$ cat src/rtl/seg_pkg.sv
// rtl/seg_pkg.sv - shared segment codes, digit table, FSM encoding and helpers
//
// Purpose: constants and helpers for the decimal seven-segment output port.
// Segment codes are stored in the board's native active-low form with bit
// order {g,f,e,d,c,b,a}; polarity inversion is applied by the digit encoder.
package seg_pkg;

  localparam logic [6:0] SEG_BLANK = 7'h7F;
  localparam logic [6:0] SEG_DASH  = 7'h3F;

  // Index 0 is the rightmost entry: digits 9..0 from left to right.
  localparam logic [9:0][6:0] SEG_TABLE = {
    7'h10, 7'h00, 7'h78, 7'h02, 7'h12,
    7'h19, 7'h30, 7'h24, 7'h79, 7'h40
  };

  typedef enum logic [1:0] {
    IDLE   = 2'd0,
    CONV   = 2'd1,
    UPDATE = 2'd2
  } state_t;

  // Largest value representable in n decimal digits (10^n - 1).
  function automatic logic [63:0] pow10_minus1(input int n);
    logic [63:0] p;
    p = 64'd1;
    for (int i = 0; i < n; i++) begin
      p = p * 64'd10;
    end
    return p - 64'd1;
  endfunction

endpackage

$ cat src/rtl/seg7_digit_enc.sv
// rtl/seg7_digit_enc.sv - combinational BCD digit to seven-segment encoder
//
// Purpose: maps one BCD digit to its segment pattern, with blank and dash
// overrides. Dash wins over blank, blank wins over the digit.
// Ports:
//   digit  in   4  BCD digit (codes above 9 render as dash)
//   blank  in   1  force all segments off
//   dash   in   1  force segment g only (overflow indication)
//   seg    out  7  segment pattern {g,f,e,d,c,b,a} in output polarity
module seg7_digit_enc
  import seg_pkg::*;
#(
  parameter int ACTIVE_LOW = 1
) (
  input  logic [3:0] digit,
  input  logic       blank,
  input  logic       dash,
  output logic [6:0] seg
);

  logic [6:0] code;

  always_comb begin
    code = SEG_BLANK;
    if (dash) begin
      code = SEG_DASH;
    end else if (blank) begin
      code = SEG_BLANK;
    end else if (digit <= 4'd9) begin
      code = SEG_TABLE[digit];
    end else begin
      code = SEG_DASH;
    end
    seg = (ACTIVE_LOW != 0) ? code : ~code;
  end

endmodule

$ cat src/rtl/out_port_seg_bcd.sv
// rtl/out_port_seg_bcd.sv - decimal seven-segment output port with double-dabble
//
// Purpose: latches a binary value on a write strobe, converts it to DIGITS BCD
// digits one shift per cycle, then updates the segment bus in a single cycle.
// A one-deep pending buffer absorbs writes that arrive while busy.
// Ports:
//   clock   in   1         system clock, rising edge
//   reset   in   1         asynchronous active-high reset
//   we      in   1         write strobe
//   datain  in   DATA_W    unsigned binary value
//   hex     out  7*DIGITS  segment bus, digit i at hex[7i+6:7i], digit 0 = units
//   busy    out  1         conversion in progress
//   done    out  1         one-cycle pulse, hex updated on this edge
//   ovf     out  1         last completed value exceeded 10^DIGITS-1
module out_port_seg_bcd
  import seg_pkg::*;
#(
  parameter int DATA_W     = 32,
  parameter int DIGITS     = 2,
  parameter int BLANK_LZ   = 0,
  parameter int ACTIVE_LOW = 1
) (
  input  logic                  clock,
  input  logic                  reset,
  input  logic                  we,
  input  logic [DATA_W-1:0]     datain,
  output logic [7*DIGITS-1:0]   hex,
  output logic                  busy,
  output logic                  done,
  output logic                  ovf
);

  localparam int          BCD_W      = 4 * DIGITS;
  localparam int          CNT_W      = $clog2(DATA_W);
  localparam logic [63:0] MAX_VAL    = pow10_minus1(DIGITS);
  localparam logic [6:0]  BLANK_CODE = (ACTIVE_LOW != 0) ? SEG_BLANK : ~SEG_BLANK;

  state_t              state;
  logic [DATA_W-1:0]   bin;
  logic [DATA_W-1:0]   pend_data;
  logic                pend_valid;
  logic [BCD_W-1:0]    bcd;
  logic [CNT_W-1:0]    cnt;
  logic                conv_ovf;

  logic [BCD_W-1:0]    bcd_adj;
  logic [BCD_W-1:0]    bcd_next;
  logic [DATA_W-1:0]   bin_next;
  logic [DATA_W-1:0]   load_val;
  logic [DIGITS-1:0]   blank;
  logic                lz_run;
  logic [7*DIGITS-1:0] seg_next;

  // Overflow is a property of the loaded value, so it is decided at load time
  // rather than from the (possibly truncated) BCD result.
  function automatic logic over_range(input logic [DATA_W-1:0] v);
    return 64'(v) > MAX_VAL;
  endfunction

  // A fresh write beats a pending one: newest data wins.
  assign load_val = we ? datain : pend_data;

  // One double-dabble step: correct nibbles >= 5, then shift {bcd,bin} left.
  always_comb begin
    bcd_adj = bcd;
    for (int i = 0; i < DIGITS; i++) begin
      if (bcd[4*i +: 4] >= 4'd5) begin
        bcd_adj[4*i +: 4] = bcd[4*i +: 4] + 4'd3;
      end
    end
    bcd_next = {bcd_adj[BCD_W-2:0], bin[DATA_W-1]};
    bin_next = {bin[DATA_W-2:0], 1'b0};
  end

  // A digit above units is a leading zero when it and every digit above it
  // are zero. Digit 0 is never blanked.
  always_comb begin
    blank  = '0;
    lz_run = 1'b1;
    for (int i = DIGITS - 1; i >= 1; i--) begin
      lz_run   = lz_run & (bcd[4*i +: 4] == 4'd0);
      blank[i] = (BLANK_LZ != 0) && lz_run;
    end
  end

  for (genvar g = 0; g < DIGITS; g++) begin : g_enc
    seg7_digit_enc #(
      .ACTIVE_LOW(ACTIVE_LOW)
    ) u_enc (
      .digit(bcd[4*g +: 4]),
      .blank(blank[g]),
      .dash (conv_ovf),
      .seg  (seg_next[7*g +: 7])
    );
  end

  always_ff @(posedge clock or posedge reset) begin
    if (reset) begin
      state      <= IDLE;
      hex        <= {DIGITS{BLANK_CODE}};
      busy       <= 1'b0;
      done       <= 1'b0;
      ovf        <= 1'b0;
      pend_valid <= 1'b0;
      pend_data  <= '0;
      bin        <= '0;
      bcd        <= '0;
      cnt        <= '0;
      conv_ovf   <= 1'b0;
    end else begin
      done <= 1'b0;

      // Writes while busy park in the pending slot; later ones overwrite it.
      if (we && (state != IDLE)) begin
        pend_data  <= datain;
        pend_valid <= 1'b1;
      end

      case (state)
        IDLE: begin
          if (we || pend_valid) begin
            bin        <= load_val;
            bcd        <= '0;
            cnt        <= '0;
            conv_ovf   <= over_range(load_val);
            pend_valid <= 1'b0;
            busy       <= 1'b1;
            state      <= CONV;
          end
        end
        CONV: begin
          bin <= bin_next;
          bcd <= bcd_next;
          if (cnt == CNT_W'(DATA_W - 1)) begin
            state <= UPDATE;
          end else begin
            cnt <= cnt + CNT_W'(1);
          end
        end
        UPDATE: begin
          hex   <= seg_next;
          done  <= 1'b1;
          ovf   <= conv_ovf;
          busy  <= 1'b0;
          state <= IDLE;
        end
        default: state <= IDLE;
      endcase
    end
  end

endmodule
$ cat config.mk
export PLATFORM = sky130hd
export DESIGN_NAME = out_port_seg_bcd
export DESIGN_NICKNAME = d
export VERILOG_FILES = /design/src/rtl/seg_pkg.sv /design/src/rtl/seg7_digit_enc.sv /design/src/rtl/out_port_seg_bcd.sv
export SDC_FILE = /design/constraint.sdc
export NUM_CORES = 1
export LEC_CHECK = 0
export CORE_ASPECT_RATIO = 1.1
export CORE_MARGIN = 4
export CORE_UTILIZATION = 35
export CTS_CLUSTER_DIAMETER = 80
export DETAILED_ROUTE_END_ITERATION = 8
export GPL_TIMING_DRIVEN = 0
export PLACE_DENSITY = 0.54
export SLEW_MARGIN = 5
export SYNTH_ARGS = -nofsm -noshare
export SYNTH_HDL_FRONTEND = slang
export SYNTH_HIERARCHICAL = 1
export SYNTH_SLANG_ARGS = --single-unit
$ cat constraint.sdc
create_clock -name clock -period 3.7 [get_ports clock]
set_clock_uncertainty 0.1 [all_clocks]
set_input_delay 0.37 -clock clock [delete_from_list [all_inputs] [get_ports clock]]
set_output_delay 0.37 -clock clock [all_outputs]
set_load 0.005 [all_outputs]
==> flow_summary.yaml, run 1 <==
status:
  status: "complete, no violations"
final_layout:
  multi_input_area_mm2: 0.00229
  fillers: 1344
  layoutNonFillerInstCount: 682
  nets: 540
  fin_util_pct: 43.5
  area_growth_pct: 22.4
  num_antenna_cells: 0
  regArea_mm2: 0.00247
  layout_common_cells: "dfrtp_1, clkdlybuf4s50_1, mux2_2, nor2_1, mux2i_1"
  layout.cells.most_common: "dfrtp_1"
  final_area_mm2: 0.00601
  layout-drive-gt1-share_pct: 20.6
drt:
  ant_nets: 0
  routed_wl_um: 11200
  routedWlPerCell_um: 16.4
  drcViolationCount: 0
  via_per_inst: 5.11
  dr_total_vias: 3487
  drtPass1Iterations: 4
  dr.first_iter.drc_count: 159
setup_path:
  r2r_slack_ps: 1590
  path_cells: "ha_1 -> and3_1 -> ha_1 -> a211o_1 -> or3_1 -> a21boi_1"
  required_ps: 3870
  critPathMaxFanout: 8
  critical_path.reg2reg.startpoint: "cnt[0]"
  cpLargestDelayFamily: "simple AND/OR/NAND/NOR gates"
  crit_top_cell: "ha_1"
  critical_path_class: "flop to flop"
  cp.arrival_ps: 2280
  crit_buf_inv: 0
  cpPeakStageDelay_ps: 400
  worst_setup_path_start_kind: "flop"
  cp-startpoint: "cnt[0]"
  endpoint_kind: "flop"
  slowest_stage: "dfrtp_1"
clock_network:
  hold_buffers: 0
  cts_resized: 0
  htreeDepth: 3
  numCtsBuffers: 9
  cts_tree: "built"
  cts_max_path_buffers: 2
  clock_latency_ps: 350
  clock-root-buffer: "clkbuf_16"
  clk_pin_slew_ps: 70
  cts_sinks: 98
  cts_setup_buffers: 0
global_route:
  grt_pass1_wl_um: 19000
  overflow: 0
  grt_usage_pct: 15.1
  grt_antenna_before_repair: 0
  grt_pass1_vias: 3648
  grt_start_max_net_pins: 69
job:
  drv_cap: 0
placement:
  place_hpwl_um: 8140
  place_area_mm2: 0.00569
  dpl.cell_count: 666
  gp_congestion: 0.794
  portBuffers: 50
die:
  ios: 52
  die_area_mm2: 0.0160
  start_util_pct: 35.6
  num_rows: 45
  die_w_um: 121
  die_h_um: 132
  coreArea_mm2: 0.0138
logic_synthesis:
  yosysSeqAreaShare_pct: 50.3
  avgSynthCellArea_um2: 11.6
  synth_flop_cell: "dfrtp_1"
  ys_ff_latch: 98
  synth_edf_count: 0
  yosys_warnings: 6
  synthCells: 424
  synthArstFlopShare_pct: 100
  netlist_area_mm2: 0.00491
  synth.distinct_cells: 41
power:
  ir_worst_vdd_v: 0.000208
  powerDensity_mw_per_mm2: 617
  leakagePower_nw: 2.61
sta:
  setup_viol: 0
  finalCritPeriodShare_pct: 57.1
  slew_headroom_pct: 59.4
  finalMaxSlewViolations: 0
  fin_setup_tns_ps: 0
  timing_worst_slew_pin_value_ps: 604
  hold_viol_final: 0
  finalCriticalPeriod_ps: 2110
  rsz0062_at_grt: "no"
  fmax_mhz: 474
worst_hold_path:
  hold_class: "input port to async pin"
==> cells by family (layout without fill, tap and decap cells) <==
family | count (synthesis) | in the layout | synth area share (%)
DFF | 98 | 98 | 50.3
xor gates and xnor gates | 3 | 3 | 0.535
AOI/OAI and AO/OA | 80 | 80 | 13.4
muxes | 82 | 82 | 17.9
buffers and inverters | 37 | 104 | 3.34
and+or+nand+nor | 107 | 107 | 10.3
other | 1 | 4 | 0.0764
adders and majority gates | 16 | 16 | 4.08
==> area by class of cell <==
class / instances / share of cell area, %
Timing Repair Buffer: 51 / 8.79
Clock inverter: 5 / 1.29
Inverter: 13 / 0.854
Clock buffer: 11 / 4.04
Multi-Input combinational cell: 292 / 38.1
Tap cell: 188 / 3.92
Buffer: 24 / 1.92
Sequential cell: 98 / 41.1
==> sequential cells by signal (all words and copies together), names as in the netlist <==
register / count
pend_data: 32
pend_valid: 1
conv_ovf: 1
bcd: 8
state: 2
done: 1
busy: 1
hex: 14
cnt: 5
ovf: 1
bin: 32
==> metal layers <==
metal / routed length, um / vias to the layer above / part of all wire (%) / global-route usage, %
met3: 403 / 18 / 3.6 / 2.96
met4: 263 / 0 / 2.4 / 7.30
met2: 5320 / 67 / 48 / 23.5
met1: 5190 / 1729 / 46 / 20.1
met5: 0 / - / 0 / 0
li1: - / 1673 / - / -
==> cell usage after synthesis, types with 6 or more instances <==
cell / n / area, um2
inv_1: 13 / 48.8
buf_2: 17 / 85.1
nand2_1: 21 / 78.8
dfstp_2: 14 / 368
mux2i_1: 34 / 340
nor4_1: 10 / 62.6
nand2b_1: 7 / 43.8
nor2_1: 44 / 165
dfrtp_1: 84 / 2100
ha_1: 16 / 200
a221o_1: 30 / 300
o21ai_0: 12 / 60.1
mux2_2: 48 / 541
a21oi_1: 11 / 55.1
clkbuf_1: 6 / 22.5
o21ai_1: 7 / 35.0
==> final timing paths <==
kind | end | depth (start not counted)
min in group clock | bin[0] | 2
worst max register to register | cnt[3] | 6
max in group asynchronous | hex[3] | 3
worst max-delay path | cnt[3] | 6
worst min-delay path | cnt[4] | 2
worst min register to register | bin[0] | 2
==> where the power goes <==
group | switching [mW] | total [mW] | internal (mW)
clock | 0.410 | 1.02 | 0.609
combinational | 0.514 | 1.08 | 0.565
sequential | 0.252 | 1.61 | 1.36
total | 1.18 | 3.71 | 2.53
==> metrics by stage <==
stage / setup slack, ps / total power, mW / hold WS, ps
after CTS: 1560 / 3.75 / 292
after global placement: -947 / 2.67 / 365
final: 1590 / 3.71 / 287
after detailed placement: 1580 / 2.72 / 372
after global routing: 1470 / 3.97 / 329
after floorplan: 691 / 2.39 / 350
Power figures use the tool's default switching activity.
==> run 2: changes to the inputs <==
PLACE_DENSITY = 0.56   (was 0.54)
clock period = 1.9 ns   (was 3.7 ns; I/O delays follow)
==> flow_summary.yaml, run 2 (same netlist as run 1, synthesis figures left out) <==
die:
  die_h_um: 132
  ios: 52
  start_util_pct: 35.6
  die_w_um: 121
  coreArea_mm2: 0.0138
  die_area_mm2: 0.0160
  num_rows: 45
sta:
  finalMaxSlewViolations: 0
  hold_viol_final: 0
  setup_viol: 0
  timing_worst_slew_pin_value_ps: 814
  fmax_mhz: 551
  hold_ws_ps: 241
  final.setup.worst_slack_ps: 83.8
  fin_setup_tns_ps: 0
  slew_headroom_pct: 45.6
  finalCriticalPeriod_ps: 1820
  finalCritPeriodShare_pct: 95.6
power:
  powerDensity_mw_per_mm2: 1200
  power.switching_mw: 2.32
  leakagePower_nw: 2.63
  p_int_mw: 4.96
  combPwrFrac_pct: 30.4
  ir_worst_vdd_v: 0.000462
  swShare_pct: 31.8
  power_frac_clock_pct: 26.6
  finalPower_mw: 7.28
  power_frac_seq_pct: 43.0
global_route:
  overflow: 0
  grt_usage_pct: 14.4
  grt_pass1_vias: 3675
  grt_start_max_net_pins: 37
  grt_antenna_before_repair: 0
  grt_pass1_wl_um: 18300
clock_network:
  htreeDepth: 3
  cts_tree: "built"
  clock_latency_ps: 350
  cts_sinks: 98
  hold_buffers: 0
  cts_max_path_buffers: 2
  numCtsBuffers: 9
  clock-root-buffer: "clkbuf_16"
  clk_pin_slew_ps: 70
drt:
  routedWlPerCell_um: 16.1
  drcViolationCount: 0
  routed_wl_um: 11100
  drtPass1Iterations: 4
  dr_total_vias: 3507
  ant_nets: 0
  dr.first_iter.drc_count: 99
  via_per_inst: 5.09
setup_path:
  endpoint_kind: "flop"
  crit_buf_inv: 1
  critical_path_class: "flop to flop"
  slowest_stage: "dfrtp_1"
  cpLargestDelayFamily: "flip-flops"
  path_cells: "ha_2 -> and3_4 -> ha_4 -> a211o_1 -> buf_6 -> mux2_2"
  cpPeakStageDelay_ps: 380
  critPathMaxFanout: 5
  worst_setup_path_start_kind: "flop"
  required_ps: 2040
  cp.arrival_ps: 1950
final_layout:
  layout_common_cells: "dfrtp_1, clkdlybuf4s50_1, mux2_2, nor2_1, mux2i_1"
  final_area_mm2: 0.00609
  top_regs: "bin x32, pend_data x32, hex x14"
  area_growth_pct: 24.0
  fin_util_pct: 44.1
  nets: 548
  layout.cells.most_common: "dfrtp_1"
  layout-drive-gt1-share_pct: 23.2
  layoutNonFillerInstCount: 689
  num_antenna_cells: 0
status:
  status: "complete, no violations"
placement:
  place_hpwl_um: 8000
  portBuffers: 50
  place_area_mm2: 0.00570
  pre_cts_ws_ps: -114
  gp_congestion: 0.812
  dpl.cell_count: 667
job:
  drv_cap: 0
worst_hold_path:
  hold_class: "input port to async pin"
run 2: repair_timing:
| action | in CTS | in global routing |
|---|---|---|
| pin swaps | 4 | 3 |
| hold endpoints to repair | 0 | 0 |
| endpoints found under the setup margin | 2 | 11 |
| gates resized for setup | 1 | 6 |
| buffers inserted | 5 | 2 |
run 2: power groups by stage:
stage	combinational [mW]	clock, mW	sequential (mW)
2_1_floorplan	1.65	0	3.02
3_3_place_gp	2.04	0	3.15
3_5_place_dp	2.13	0	3.16
4_1_cts	2.20	1.99	3.12
5_1_grt	2.48	2.08	3.22
6_report	2.21	1.94	3.13
run 2: layout make-up:
cell class | count | area (um2)
fillers | 1307 | 7710
flip-flops and latches | 98 | 2470
multi-input cells | 292 | 2310
repair buffers | 59 | 597
well taps | 188 | 235
clock buffers | 9 | 225
plain buffers | 24 | 115
clock inverters | 6 | 82.6
inverters | 13 | 52.6
run 2: metal layers:
layer	share of wire, %	track usage (%)	wire (um)
met5	0	0	0
met4	2.0	6.17	225
met2	48	23.8	5330
met3	3.3	2.66	366
met1	47	18.4	5210
run 2: final timing paths:
kind | from | to | slack (ps) | depth (start not counted)
max reg2reg | cnt[0] | cnt[0] | 80 | 6
min in group clock | we | bin[31] | 330 | 4
min | reset | cnt[3] | 240 | 2
min reg2reg | bin[0] | bin[0] | 390 | 2
max | cnt[0] | cnt[0] | 80 | 6
max in group asynchronous | reset | hex[3] | 790 | 3
